==> config.mk <==
export PLATFORM = sky130hd
export DESIGN_NAME = alu_mc
export DESIGN_NICKNAME = d
export VERILOG_FILES = /design/src/rtl/alu_mc.sv
export SDC_FILE = /design/constraint.sdc
export NUM_CORES = 1
export LEC_CHECK = 0
export ABC_AREA = 1
export ABC_CLOCK_PERIOD_IN_PS = 2970
export CAP_MARGIN = 10
export CORE_MARGIN = 5
export CORE_UTILIZATION = 40
export CTS_CLUSTER_SIZE = 20
export DETAILED_ROUTE_END_ITERATION = 16
export HOLD_SLACK_MARGIN = 0.03
export PLACE_DENSITY = 0.6
export SLEW_MARGIN = 20
export SYNTH_ARGS = -nofsm -noshare
export SYNTH_HDL_FRONTEND = slang
export SYNTH_SLANG_ARGS = --single-unit
==> constraint.sdc <==
create_clock -name clk -period 2.97 [get_ports clk]
set_input_delay 0.297 -clock clk [delete_from_list [all_inputs] [get_ports clk]]
set_output_delay 0.297 -clock clk [all_outputs]
set_load 0.1 [all_outputs]
==> src/rtl/alu_mc.sv <==
// alu_mc: multi-cycle ALU for the SAP datapath.
// Single-cycle add/sub/inc/dec/logic/shift/compare ops, plus an iterative
// shift-add multiplier (op 11) behind a start/busy/done handshake.
//
// state  | meaning
// -------+-----------------------------------------------------------
// S_IDLE | ready; start is accepted, single-cycle ops complete here
// S_MUL  | shift-add multiply in progress, one iteration per edge
module alu_mc #(
    parameter int WIDTH  = 16,
    parameter bit MUL_EN = 1'b1
) (
    input  logic             clk,
    input  logic             rst,
    input  logic             start,
    input  logic [3:0]       op,
    input  logic [WIDTH-1:0] a,
    input  logic [WIDTH-1:0] b,
    output logic             busy,
    output logic             done,
    output logic [WIDTH-1:0] res,
    output logic [3:0]       flags
);

    localparam int MSB = WIDTH - 1;
    localparam int CW  = $clog2(WIDTH + 1);
    localparam logic [CW-1:0] CNT_INIT = CW'(WIDTH);
    localparam logic [CW-1:0] CNT_LAST = CW'(1);

    localparam logic [3:0] OP_ADD = 4'd0;
    localparam logic [3:0] OP_SUB = 4'd1;
    localparam logic [3:0] OP_INC = 4'd2;
    localparam logic [3:0] OP_DEC = 4'd3;
    localparam logic [3:0] OP_AND = 4'd4;
    localparam logic [3:0] OP_OR  = 4'd5;
    localparam logic [3:0] OP_XOR = 4'd6;
    localparam logic [3:0] OP_NOT = 4'd7;
    localparam logic [3:0] OP_SHL = 4'd8;
    localparam logic [3:0] OP_SHR = 4'd9;
    localparam logic [3:0] OP_SAR = 4'd10;
    localparam logic [3:0] OP_MUL = 4'd11;
    localparam logic [3:0] OP_CMP = 4'd12;

    typedef enum logic {S_IDLE, S_MUL} state_t;

    state_t             state, state_nxt;
    logic [CW-1:0]      cnt;
    logic [WIDTH-1:0]   mcand;
    logic [2*WIDTH-1:0] prod;

    logic accept, is_mul, mul_last;

    assign busy     = (state == S_MUL);
    assign accept   = start && (state == S_IDLE);
    assign is_mul   = MUL_EN && (op == OP_MUL);
    assign mul_last = (state == S_MUL) && (cnt == CNT_LAST);

    // Single-cycle datapath: arithmetic with one extra bit to expose carry/borrow
    logic [WIDTH:0] add_ab, sub_ab, inc_a, dec_a;
    assign add_ab = {1'b0, a} + {1'b0, b};
    assign sub_ab = {1'b0, a} - {1'b0, b};
    assign inc_a  = {1'b0, a} + {{WIDTH{1'b0}}, 1'b1};
    assign dec_a  = {1'b0, a} - {{WIDTH{1'b0}}, 1'b1};

    logic [WIDTH-1:0] sc_res;
    logic             sc_c, sc_v, sc_wr_res;
    logic [3:0]       sc_flags;

    // Result and C/V for the op on the inputs; CMP only updates flags
    always_comb begin
        sc_res    = '0;
        sc_c      = 1'b0;
        sc_v      = 1'b0;
        sc_wr_res = 1'b1;
        case (op)
            OP_ADD: begin
                sc_res = add_ab[MSB:0];
                sc_c   = add_ab[WIDTH];
                sc_v   = (a[MSB] == b[MSB]) && (add_ab[MSB] != a[MSB]);
            end
            OP_SUB, OP_CMP: begin
                sc_res    = sub_ab[MSB:0];
                sc_c      = sub_ab[WIDTH];
                sc_v      = (a[MSB] != b[MSB]) && (sub_ab[MSB] != a[MSB]);
                sc_wr_res = (op == OP_SUB);
            end
            OP_INC: begin
                sc_res = inc_a[MSB:0];
                sc_c   = inc_a[WIDTH];
                sc_v   = !a[MSB] && inc_a[MSB];
            end
            OP_DEC: begin
                sc_res = dec_a[MSB:0];
                sc_c   = dec_a[WIDTH];
                sc_v   = a[MSB] && !dec_a[MSB];
            end
            OP_AND: sc_res = a & b;
            OP_OR:  sc_res = a | b;
            OP_XOR: sc_res = a ^ b;
            OP_NOT: sc_res = ~a;
            OP_SHL: begin
                sc_res = {a[MSB-1:0], 1'b0};
                sc_c   = a[MSB];
            end
            OP_SHR: begin
                sc_res = {1'b0, a[MSB:1]};
                sc_c   = a[0];
            end
            OP_SAR: begin
                sc_res = {a[MSB], a[MSB:1]};
                sc_c   = a[0];
            end
            // 11 (when not handled as MUL) and 13-15 yield zero with Z set
            default: begin
                sc_res = '0;
            end
        endcase
        sc_flags = {sc_res[MSB], sc_c, sc_v, (sc_res == '0)};
    end

    // One shift-add step: add multiplicand into the high half when the
    // current multiplier LSB is set, then shift the whole product right
    logic [WIDTH:0]     mul_sum;
    logic [2*WIDTH-1:0] prod_step;
    logic [WIDTH-1:0]   mul_hi, mul_lo;

    assign mul_sum   = {1'b0, prod[2*WIDTH-1:WIDTH]} + (prod[0] ? {1'b0, mcand} : '0);
    assign prod_step = {mul_sum, prod[MSB:1]};
    assign mul_hi    = prod_step[2*WIDTH-1:WIDTH];
    assign mul_lo    = prod_step[MSB:0];

    // State register
    always_ff @(posedge clk or posedge rst) begin
        if (rst) state <= S_IDLE;
        else     state <= state_nxt;
    end

    // Next-state logic
    always_comb begin
        state_nxt = state;
        case (state)
            S_IDLE:  if (accept && is_mul) state_nxt = S_MUL;
            S_MUL:   if (mul_last)         state_nxt = S_IDLE;
            default: state_nxt = S_IDLE;
        endcase
    end

    // Datapath registers: operand capture, multiply iterations, result/flags
    always_ff @(posedge clk or posedge rst) begin
        if (rst) begin
            cnt   <= '0;
            mcand <= '0;
            prod  <= '0;
            res   <= '0;
            flags <= '0;
            done  <= 1'b0;
        end else begin
            done <= 1'b0;
            if (accept) begin
                if (is_mul) begin
                    cnt   <= CNT_INIT;
                    mcand <= a;
                    prod  <= {{WIDTH{1'b0}}, b};
                end else begin
                    if (sc_wr_res) res <= sc_res;
                    flags <= sc_flags;
                    done  <= 1'b1;
                end
            end else if (state == S_MUL) begin
                prod <= prod_step;
                cnt  <= cnt - CNT_LAST;
                if (mul_last) begin
                    res   <= mul_lo;
                    flags <= {mul_lo[MSB], (mul_hi != '0), 1'b0, (mul_lo == '0)};
                    done  <= 1'b1;
                end
            end
        end
    end

endmodule

==> impl_metrics.csv, run 1 <==
group,metric,value,unit
clock_network,h-tree-depth,3,
timing,postLayoutSetupSlackWorst,197,ps
final_layout,finalNonFillerCells,1852,
synth,async_flop_share,1.00,
floorplanning,rows,52,
timing,finalHoldViolCount,0,
placed_design,gp_congestion,1.00,
worst_setup_path,crit_path_start_kind,"input port",
final_layout,nets,1692,
clock_network,cts_buffers,9,
drt,drc,0,
drt,drtIter0Drc,876,
job,drv_cap,0,
floorplanning,die_x,154,µm
worst_setup_path,worst-setup-path-type,"in2reg",
clock_network,insertion_delay,350,ps
timing,setup_viol,0,
synth,ys_seq_elements,75,
floorplanning,start_util,0.409,
timing,maxSlewViolCount,0,
worst_setup_path,cp_max_fo,5,
clock_network,cts_root_buffer,"clkbuf_16",
floorplanning,die_area,0.0238,mm²
power,p_leak,5.65,nW
worst_setup_path,endpoint_kind,"register",
placed_design,dp_cells,1836,
clock_network,cts_buffer_depth,2,
final_layout,drive_above_1_share,0.130,
drt,wl,33600,µm
outcome,outcome,"completed",
timing,clock.fmax,0.361,GHz
final_layout,area_growth,25.3,%
timing,worst_pin_slew,1080,ps
worst_setup_path,rrSetupSlack,270,ps
worst_setup_path,arrival,3050,ps
drt,wire_per_inst,18.2,µm
synth,synth.net_count,1520,
worst_setup_path,crit-reg2reg-launch,"prod[0]",
clock_network,cts_sinks,75,
global_route,gr-total-overflow,0,
drt,antenna_left,0,
final_layout,layout_common_cells,"459 x nand2_1, 177 x inv_1, 168 x buf_4",
synth,ys_warn_count,0,
floorplanning,die_h,154,µm
worst_setup_path,crit_required,3250,ps
final_layout,layout_commonest_cell,"nand2_1",
power,ir_worst_vdd,0.000915,V
worst_setup_path,r2r.worst_path.cells,16,
global_route,antenna_found_initial,0,
worst_setup_path,critPathLaunch,"a[1]",
final_layout,fin_util,0.513,
drt,vias,9883,
timing,slew_headroom,0.277,
placed_design,post-dp-hpwl,27700,µm
placed_design,port_buffers,60,
synth,synth_ff_type,"dfrtp_1",
synth,synth_edf_count,0,
final_layout,diodes,0,
synth,syn_area,0.00833,mm²
floorplanning,ioPinCount,61,
synth,seq_area_frac_synth,0.225,
synth,synth_cell_types,36,
clock_network,ctsHoldBuffers,0,
clock_network,cts_tree,"yes",
synth,netlist_instances,1405,
synth,syn_avg_cell_area,5.93,µm²
global_route,grt_pass1_vias,9323,
floorplanning,core_area,0.0204,mm²
timing,period_share,0.934,
global_route,grt_max_degree,45,
power,power.density,647,mW/mm²
placed_design,dp_slack,-234,ps
global_route,track_usage,0.281,
timing,rsz0062_at_grt,"false",
drt,viasPerCell,5.34,
hold_path,hp-class,"in2async",
clock_network,path_clk_slew,70,ps
timing,finalClockSkew,9.26,ps
worst_setup_path,r2r-end,"flags[2]",
timing,period_needed,2770,ps
drt,dr.pass1.iters,5,
timing,holdWs,308,ps
global_route,grt_pass1_wl,52600,µm
[per-stage QoR]
step | TNS [ps] | instance area (µm²) | power [W]
finish | 0 | 10400 | 0.00676
global route | 0 | 10400 | 0.00723
CTS | 0 | 10400 | 0.00678
detailed placement | -325 | 10100 | 0.00559
global placement | -273 | 10100 | 0.00557
floorplan | 0 | 8330 | 0.00439
[metal layers]
layer / share of wire / global-route usage / vias to the layer above
li1: - / - / 4867
met1: 0.44 / 0.377 / 4564
met2: 0.46 / 0.468 / 393
met3: 0.066 / 0.0383 / 59
met4: 0.037 / 0.0938 / 0
met5: 0 / 0 / -
[sequential cells by signal, summed over array words and instances, names as in the netlist]
signal / cells
prod: 32
busy: 1
mcand: 16
res: 16
done: 1
flags: 4
cnt: 5
[power by group]
| group | internal [W] | leakage (nW) | switching, W |
|---|---|---|---|
| clock network | 0.000684 | 0.155 | 0.000467 |
| registers | 0.00145 | 0.951 | 0.000293 |
| logic | 0.00113 | 4.54 | 0.00273 |
[Yosys cell counts (4+ instances only)]
master / n / area (µm²)
a21oi_1: 49 / 245
a31oi_1: 18 / 113
buf_2: 25 / 125
clkbuf_1: 18 / 67.6
dfrtp_1: 75 / 1880
ha_1: 73 / 913
inv_1: 178 / 668
inv_2: 4 / 15.0
nand2_1: 459 / 1720
nand2_2: 4 / 25.0
nand3_1: 152 / 761
nand3b_1: 8 / 60.1
nand4_1: 15 / 93.8
nor2_1: 168 / 631
nor2_2: 5 / 31.3
nor3_1: 10 / 50.1
nor4_1: 8 / 50.1
o21ai_0: 78 / 390
o21bai_1: 4 / 30.0
o221ai_1: 11 / 96.3
xnor2_1: 8 / 70.1
xor2_1: 6 / 52.6
[how the worst max path moves through the flow]
stage                    end  slack (ps)
CTS                 flags[0]         110
global placement    flags[0]        -230
global route        flags[2]           4
detailed placement  flags[0]        -230
floorplan           flags[2]         440
finish              flags[0]         200
[repair_timing]
action,in CTS,in global routing
setup buffers,0,0
gates resized for setup,0,2
endpoints found under the hold margin,0,0
setup endpoints to repair,0,2
[critical path, stage by stage]
cell and delay (ps):
clkdlybuf4s50_1 550, buf_4 180, ha_1 230, nand3_1 190, inv_1 200, nand3_1 90, nand3_1 140, nand3_1 90
nor2_1 220, nand3_1 250, nor2_1 170, nand4_1 180, nor2_1 150, nor2_1 50, nor2_1 80
[cell families (layout without fill, tap and decap cells)]
family,after synthesis,after routing,share of synthesized area
xor+xnor,14,14,0.0147
fa+ha+maj,76,76,0.117
compound gates,176,176,0.120
buf+inv,231,408,0.109
simple gates,833,833,0.415
flops,75,75,0.225
[cell type report]
type / count / area [µm²]
clock buffers: 10 / 239
well taps: 270 / 338
flip-flops and latches: 75 / 1880
fillers: 2198 / 9920
inverters: 185 / 696
repair buffers: 207 / 1660
clock inverters: 6 / 72.6
multi-input cells: 1099 / 5560
(Power assumes the default switching activity.)
==> inputs of run 2 (changes only) <==
--- a/config.mk
+++ b/config.mk
@@ -14,7 +14,6 @@
 export DETAILED_ROUTE_END_ITERATION = 16
 export HOLD_SLACK_MARGIN = 0.03
 export PLACE_DENSITY = 0.6
-export SLEW_MARGIN = 20
 export SYNTH_ARGS = -nofsm -noshare
 export SYNTH_HDL_FRONTEND = slang
 export SYNTH_SLANG_ARGS = --single-unit
==> results of run 2 <==
No change in the layout: final DEF, timing and power equal those of run 1.
==> inputs of run 3 (changes only) <==
--- a/config.mk
+++ b/config.mk
@@ -6,7 +6,6 @@
 export NUM_CORES = 1
 export LEC_CHECK = 0
 export ABC_AREA = 1
-export ABC_CLOCK_PERIOD_IN_PS = 2970
 export CAP_MARGIN = 10
 export CORE_MARGIN = 5
 export CORE_UTILIZATION = 40
==> results of run 3 <==
No change in the layout: final DEF, timing and power equal those of run 1.
